<file path="src/rtl/result_bank.sv">
// Result bank: captures a 3x3 result matrix one row per beat, then streams it out serially in row-major order.
// Optional build macro RESULT_BANK_SAT_EN: saturate each word to DW bits instead of truncating.
module result_bank #(
  parameter int RW = 10,
  parameter int DW = 8
) (
  input  logic          clk,
  input  logic          clear_n,
  input  logic          flush,
  input  logic [RW-1:0] res_in1,
  input  logic [RW-1:0] res_in2,
  input  logic [RW-1:0] res_in3,
  input  logic          res_valid,
  output logic          res_ready,
  output logic [DW-1:0] data_out,
  output logic          out_valid,
  input  logic          out_ready,
  output logic          done,
  output logic          busy
);

  typedef enum logic {FILL, DRAIN} state_t;

  state_t        state, state_nxt;
  logic [1:0]    row;
  // The 0..8 read index is kept as a row/column pair so it selects storage directly.
  logic [1:0]    idx_r, idx_c;
  logic [RW-1:0] mem [3][3];
  logic          fill_acc, drain_acc, last;
  logic [RW-1:0] raw;
  logic [DW-1:0] conv;

  always_ff @(posedge clk or negedge clear_n) begin
    if (!clear_n) state <= FILL;
    else          state <= state_nxt;
  end

  always_comb begin
    state_nxt = state;
    res_ready = 1'b0;
    out_valid = 1'b0;
    fill_acc  = 1'b0;
    drain_acc = 1'b0;
    last      = (idx_r == 2'd2) && (idx_c == 2'd2);
    case (state)
      FILL: begin
        res_ready = 1'b1;
        if (res_valid && !flush) begin
          fill_acc = 1'b1;
          if (row == 2'd2) state_nxt = DRAIN;
        end
      end
      DRAIN: begin
        out_valid = 1'b1;
        if (out_ready && !flush) begin
          drain_acc = 1'b1;
          if (last) state_nxt = FILL;
        end
      end
      default: state_nxt = FILL;
    endcase
    if (flush) state_nxt = FILL;
  end

  always_ff @(posedge clk or negedge clear_n) begin
    if (!clear_n) begin
      row   <= '0;
      idx_r <= '0;
      idx_c <= '0;
      done  <= 1'b0;
      mem   <= '{default: '0};
    end else if (flush) begin
      row   <= '0;
      idx_r <= '0;
      idx_c <= '0;
      done  <= 1'b0;
    end else begin
      done <= drain_acc && last;
      if (fill_acc) begin
        mem[row][0] <= res_in1;
        mem[row][1] <= res_in2;
        mem[row][2] <= res_in3;
        row <= (row == 2'd2) ? 2'd0 : row + 2'd1;
      end
      if (drain_acc) begin
        if (idx_c == 2'd2) begin
          idx_c <= '0;
          idx_r <= (idx_r == 2'd2) ? 2'd0 : idx_r + 2'd1;
        end else begin
          idx_c <= idx_c + 2'd1;
        end
      end
    end
  end

  assign raw = mem[idx_r][idx_c];

`ifdef RESULT_BANK_SAT_EN
  assign conv = (|raw[RW-1:DW]) ? '1 : raw[DW-1:0];
`else
  assign conv = raw[DW-1:0];
`endif

  assign data_out = out_valid ? conv : '0;
  assign busy     = (state == DRAIN) || (row != 2'd0);

endmodule

</file>
<file path="config.mk">
export PLATFORM = sky130hd
export DESIGN_NAME = result_bank
export DESIGN_NICKNAME = d
export VERILOG_FILES = /design/src/rtl/result_bank.sv
export SDC_FILE = /design/constraint.sdc
export NUM_CORES = 1
export LEC_CHECK = 0
export CAP_MARGIN = 20
export CORE_AREA = 2 2 96 98
export DETAILED_ROUTE_END_ITERATION = 10
export DIE_AREA = 0 0 98 100
export PLACE_DENSITY = 0.64
export SKIP_LAST_GASP = 1
export SYNTH_ARGS = -nofsm -noshare
export SYNTH_HDL_FRONTEND = slang
export SYNTH_SLANG_ARGS = --single-unit
</file>
<file path="constraint.sdc">
create_clock -name clk -period 1.8 [get_ports clk]
set_clock_uncertainty 0.1 [all_clocks]
set_input_delay 0.45 -clock clk [delete_from_list [all_inputs] [get_ports clk]]
set_output_delay 0.45 -clock clk [all_outputs]
set_load 0.05 [all_outputs]
</file>
# Yosys cells after proc, flatten, opt, wreduce, memory -nomap -nowiden

Index checks and enable logic that the tools add are counted.

$add $sub $neg: 3
$lt $le $gt $ge: 4
Equal/unequal tests: 3
Muxes and demuxes: 39
Bitwise gates (word level): 5
Reductions and logical operators: 13

Operators with widths:

| cell                  | count |
|---|---|
| $bwmux W90            | 3 |
| $demux W30 S2         | 3 |
| $mux W30              | 3 |
| $bmux W30 S2          | 1 |
| $mux W8               | 3 |
| $bmux W10 S2          | 1 |
| $mux W2               | 10 |
| $mux W20              | 1 |
| $mux W1               | 12 |
| $mux W10              | 1 |
| $ge A3 B3 Y1 const B  | 3 |
| $not A2 Y3            | 3 |
| $reduce_bool A2 Y1    | 4 |
| $add A2 B1 Y2 const B | 3 |
| $eq A2 B2 Y1 const B  | 3 |
| $logic_and A1 B1 Y1   | 5 |
| $reduce_and A2 Y1     | 2 |
| $lt A3 B1 Y1 const B  | 1 |
| $not A1 Y1            | 2 |
| $pmux W1 S2           | 1 |
| $logic_not A1 Y1      | 1 |
| $logic_or A1 B1 Y1    | 1 |

Register bits: 98
Input port bits: 35
Output and inout bits: 12

# Depth between registers and ports, before layout

Word-level depth: 8
Gate-level depth with buffers: 6
Depth with buffers taken out: 3

# Least setup slack after synthesis

No wires, ideal clock.

Path type: reg2out
Start point: reg idx_r[1]
End point: out data_out[0]
Arrival time: 1,976 ps
Setup slack: -726 ps
Stages on the path, launching flop included: 6
Cell sequence: dfrtp_1 -> buf_6 -> buf_6 -> nand2b_1 -> mux4_2 -> o22ai_1

Word-level cells in the longest chain between the ends: 8

Ends and longest elaborated chain:

| item                                         | RTL line | source |
|---|---|---|
| from (decl)                                  | 27       | `logic [1:0] idx_r, idx_c;` |
| from (signal assigned)                       | 88       | `idx_r <= (idx_r == 2'd2) ? 2'd0 : idx_r + 2'd1;` |
| $not A2 Y3 (implied by the code)             | 96       | `assign raw = mem[idx_r][idx_c];` |
| $bmux W30 S2                                 | 96       |  |
| $mux W30 (implied by the code) (2 in series) | 96       |  |
| $bmux W10 S2                                 | 96       |  |
| $mux W8 (implied by the code) (2 in series)  | 96       |  |
| $mux W8                                      | 104      | `assign data_out = out_valid ? conv : '0;` |
| to (decl)                                    | 15       | `output logic [DW-1:0] data_out,` |

Every way passes these cells. The select of a mux whose other input is x is not followed.

# Final worst setup path

Start point: reg idx_r[1]
End point: out data_out[6]

The elaborated chain is that of the path after synthesis.

==> reports/metrics.json <==
{
  "run_status": {"value": "finished, violations left"},
  "violated_checks": {"value": "setup timing"},
  "timing.final.max_slew_violations": {"value": 0},
  "die_width": {"value": 98, "unit": "µm"},
  "syn_to_final_growth": {"value": 29.6, "unit": "%"},
  "design.core.area": {"value": 8890, "unit": "µm²"},
  "dp.cells": {"value": 426},
  "num-nets-final": {"value": 364},
  "hold_class": {"value": "reg2reg"},
  "cp_data_arrival_time": {"value": 1950, "unit": "ps"},
  "seq_area_frac_synth": {"value": 52.0, "unit": "%"},
  "starting_density": {"value": 43.3, "unit": "%"},
  "synthesis.instances": {"value": 270},
  "area_enclosed_by_the_die_boundary": {"value": 9800, "unit": "µm²"},
  "dp_hpwl": {"value": 5120, "unit": "µm"},
  "dpl_worst_slack": {"value": -383, "unit": "ps"},
  "insertedDiodeCount": {"value": 0},
  "syn_area_per_cell": {"value": 14.3, "unit": "µm²"},
  "ff2ff_setup_slack": {"value": 10, "unit": "ps"},
  "clock_tree.htree_level_count": {"value": 3},
  "mappedNetlistNets": {"value": 305},
  "design_area": {"value": 4990, "unit": "µm²"},
  "drt_first_pass_iters": {"value": 4},
  "vias_per_cell": {"value": 5.18},
  "fillerInstances": {"value": 738},
  "synth_enable_flop_cells": {"value": 0},
  "synthDominantAreaCellType": {"value": "sky130_fd_sc_hd__dfrtp_1"},
  "grt_setup_unrepaired": {"value": "yes"},
  "fin_crit_sh": {"value": 139, "unit": "%"},
  "wirelength": {"value": 7480, "unit": "µm"},
  "chipHeight": {"value": 100, "unit": "µm"},
  "hold_ws": {"value": 406, "unit": "ps"},
  "start_kind": {"value": "flop"},
  "critPathKind": {"value": "reg2out"},
  "number_of_nets_still_failing_antenna_checks_after_routing": {"value": 0},
  "maxCapViolCount": {"value": 0},
  "io_buffers": {"value": 40},
  "cts-root-buf": {"value": "sky130_fd_sc_hd__clkbuf_8"},
  "cellPowerDensity": {"value": 1020, "unit": "nW/µm²"},
  "ys_top_cells_by_area": {"value": "sky130_fd_sc_hd__dfrtp_1 (52%), sky130_fd_sc_hd__mux2_2 (21%), sky130_fd_sc_hd__mux2i_1 (7.0%)"},
  "dominantRegCellSynth": {"value": "sky130_fd_sc_hd__dfrtp_1"},
  "synth.cell_area": {"value": 3850, "unit": "µm²"},
  "min_from": {"value": "mem[63]$_DFFE_PN0P_"},
  "slew_headroom": {"value": 70.5, "unit": "%"},
  "cts-buffers-inserted": {"value": 9},
  "cp_data_required_time": {"value": 1250, "unit": "ps"},
  "grt-ovfl-total": {"value": 0},
  "seqCellArea": {"value": 2000, "unit": "µm²"},
  "period_needed": {"value": 2500, "unit": "ps"},
  "ir_worst_vdd": {"value": 0.000402, "unit": "V"},
  "max_slew.worst_pin.slew": {"value": 442, "unit": "ps"},
  "netlist.area_leader.share": {"value": 52.0, "unit": "%"},
  "hold_depth": {"value": 1},
  "netlist_top_cells_count": {"value": "sky130_fd_sc_hd__dfrtp_1 (80), sky130_fd_sc_hd__mux2_2 (72), sky130_fd_sc_hd__mux2i_1 (27)"},
  "postPlaceCellArea": {"value": 4670, "unit": "µm²"},
  "maximum_number_of_pins_on_one_net_before_global_route_repair": {"value": 34},
  "end_kind": {"value": "output port"},
  "ios": {"value": 47},
  "dr_total_vias": {"value": 2307},
  "clk-insertion-delay-late": {"value": 340, "unit": "ps"},
  "multi_input_area": {"value": 1810, "unit": "µm²"},
  "timing.hold.worst_endpoint": {"value": "mem[63]$_DFFE_PN0P_"},
  "drive_gt1_share": {"value": 45.8, "unit": "%"},
  "drt-wirelength-per-cell": {"value": 16.8, "unit": "µm"},
  "proportion_of_register_bits_with_asynchronous_set_or_reset_after_synthesis": {"value": 100, "unit": "%"},
  "r2r_cells": {"value": 6},
  "floorplan.rows": {"value": 35},
  "sum_of_negative_setup_slack": {"value": -5380, "unit": "ps"},
  "buffers_from_clock_root_to_sink_at_most": {"value": 2},
  "synth.most_common_cell": {"value": "sky130_fd_sc_hd__dfrtp_1"},
  "timing.rr.start": {"value": "state$_DFF_PN0_"},
  "track_usage": {"value": 16.5, "unit": "%"},
  "sink_count": {"value": 80},
  "cellLeakagePower": {"value": 2.06, "unit": "nW"},
  "stdcell_count": {"value": 445},
  "critical_path.max_fanout": {"value": 19},
  "netlist-cell-type-count": {"value": 28},
  "synth_seq_cells": {"value": 80},
  "capturing_point_of_the_worst_reg2reg_path": {"value": "mem[2]$_DFFE_PN0P_"},
  "yosys_warnings": {"value": 0},
  "number_of_global_route_vias_before_repair": {"value": 2429},
  "drt_iter0_markers": {"value": 51},
  "finalSetupViolCount": {"value": 9},
  "remaining_drcs": {"value": 0},
  "finalHoldViolations": {"value": 0},
  "max_clock_freq": {"value": 400, "unit": "MHz"},
  "setup_ws": {"value": -701, "unit": "ps"},
  "tritoncts_clock_tree": {"value": "yes"},
  "number_of_antenna_violations_at_the_first_check_in_global_routing": {"value": 0},
  "finalWeightedCongestion": {"value": 0.733},
  "path_clk_slew": {"value": 80, "unit": "ps"},
  "grt_first_pass_wirelength": {"value": 12500, "unit": "µm"}
}
## state kept, by name, indices dropped and copies added, names as in the netlist
name	cells
done	1
idx_c	2
idx_r	2
mem	72
row	2
state	1
## where the power goes
part           internal (mW)  switching, mW
logic                  0.673          0.428
registers               2.28          0.237
clock network          0.857          0.618
## worst max-delay path by stage
stage | start | end | slack [ps] | depth (start not counted)
global route | idx_r[1]$_DFFE_PN0P_ | data_out[6] | -780 | 5
floorplan | idx_r[1]$_DFFE_PN0P_ | data_out[6] | -440 | 5
finish | idx_r[1]$_DFFE_PN0P_ | data_out[6] | -700 | 5
detailed placement | idx_r[1]$_DFFE_PN0P_ | data_out[6] | -380 | 5
CTS | idx_r[1]$_DFFE_PN0P_ | data_out[6] | -720 | 5
global placement | idx_r[1]$_DFFE_PN0P_ | data_out[6] | -370 | 5
## metrics by stage
| stage | total power [mW] | utilization (%) |
|---|---|---|
| 6_report | 5.09 | 56.1 |
| 5_1_grt | 5.39 | 56.1 |
| 4_1_cts | 5.12 | 55.8 |
| 3_5_place_dp | 3.62 | 52.5 |
| 3_3_place_gp | 3.56 | 52.5 |
| 2_1_floorplan | 3.27 | - |
## routing by layer
layer  vias up  routed length [µm]  track usage [%]
li1       1101                   -                -
met1      1173                3610             22.9
met2        29                3640             26.5
met3         4                 196             3.90
met4         0                  39             4.17
met5         -                   0                0
## cell type report
| class | count | area share [%] |
|---|---|---|
| Clock buffer | 13 | 3.18 |
| Clock inverter | 3 | 1.30 |
| Inverter | 1 | 0.176 |
| Multi-Input combinational cell | 171 | 36.2 |
| Sequential cell | 80 | 40.2 |
| Tap cell | 111 | 2.78 |
| Timing Repair Buffer | 66 | 16.1 |
## critical path, cell delays in order (launching register included)
cell and delay (ps):
sky130_fd_sc_hd__dfrtp_2 440, sky130_fd_sc_hd__buf_12 170, sky130_fd_sc_hd__nand2b_1 140, sky130_fd_sc_hd__mux4_2 510
sky130_fd_sc_hd__o22ai_4 200, sky130_fd_sc_hd__buf_12 160
## timing repair
item,in CTS,in global routing
cloned,0,0
endpoints found under the hold margin,30,0
pin swaps,4,4
resized for setup,11,6
setup buffers,2,1
setup endpoints to repair,10,82
hold buffers,1,0
## cell usage in the layout, fill, tap and decap left out, types with 2 or more instances in the layout
cell type / count
sky130_fd_sc_hd__mux4_2: 8
sky130_fd_sc_hd__mux2_2: 72
sky130_fd_sc_hd__dfrtp_1: 78
sky130_fd_sc_hd__nand2b_1: 15
sky130_fd_sc_hd__nand2b_4: 2
sky130_fd_sc_hd__mux2i_1: 27
sky130_fd_sc_hd__buf_4: 17
sky130_fd_sc_hd__a21oi_1: 4
sky130_fd_sc_hd__bufinv_16: 2
sky130_fd_sc_hd__buf_6: 2
sky130_fd_sc_hd__nand2_2: 3
sky130_fd_sc_hd__dfrtp_2: 2
sky130_fd_sc_hd__o22ai_4: 8
sky130_fd_sc_hd__nor2_1: 3
sky130_fd_sc_hd__nand2_1: 6
sky130_fd_sc_hd__nor2b_1: 4
sky130_fd_sc_hd__clkbuf_8: 11
sky130_fd_sc_hd__clkdlybuf4s50_1: 27
sky130_fd_sc_hd__buf_12: 18
sky130_fd_sc_hd__a2bb2oi_1: 7
sky130_fd_sc_hd__clkbuf_1: 2
## cells by family after synthesis
logic type      after synthesis  synth area share (%)
mux                         107                  32.8
buf+inv                      19                  4.61
simple gates                 44                  6.99
flops                        80                  52.0
compound gates               20                  3.64
No activity file was read; power rests on OpenSTA's default activity.
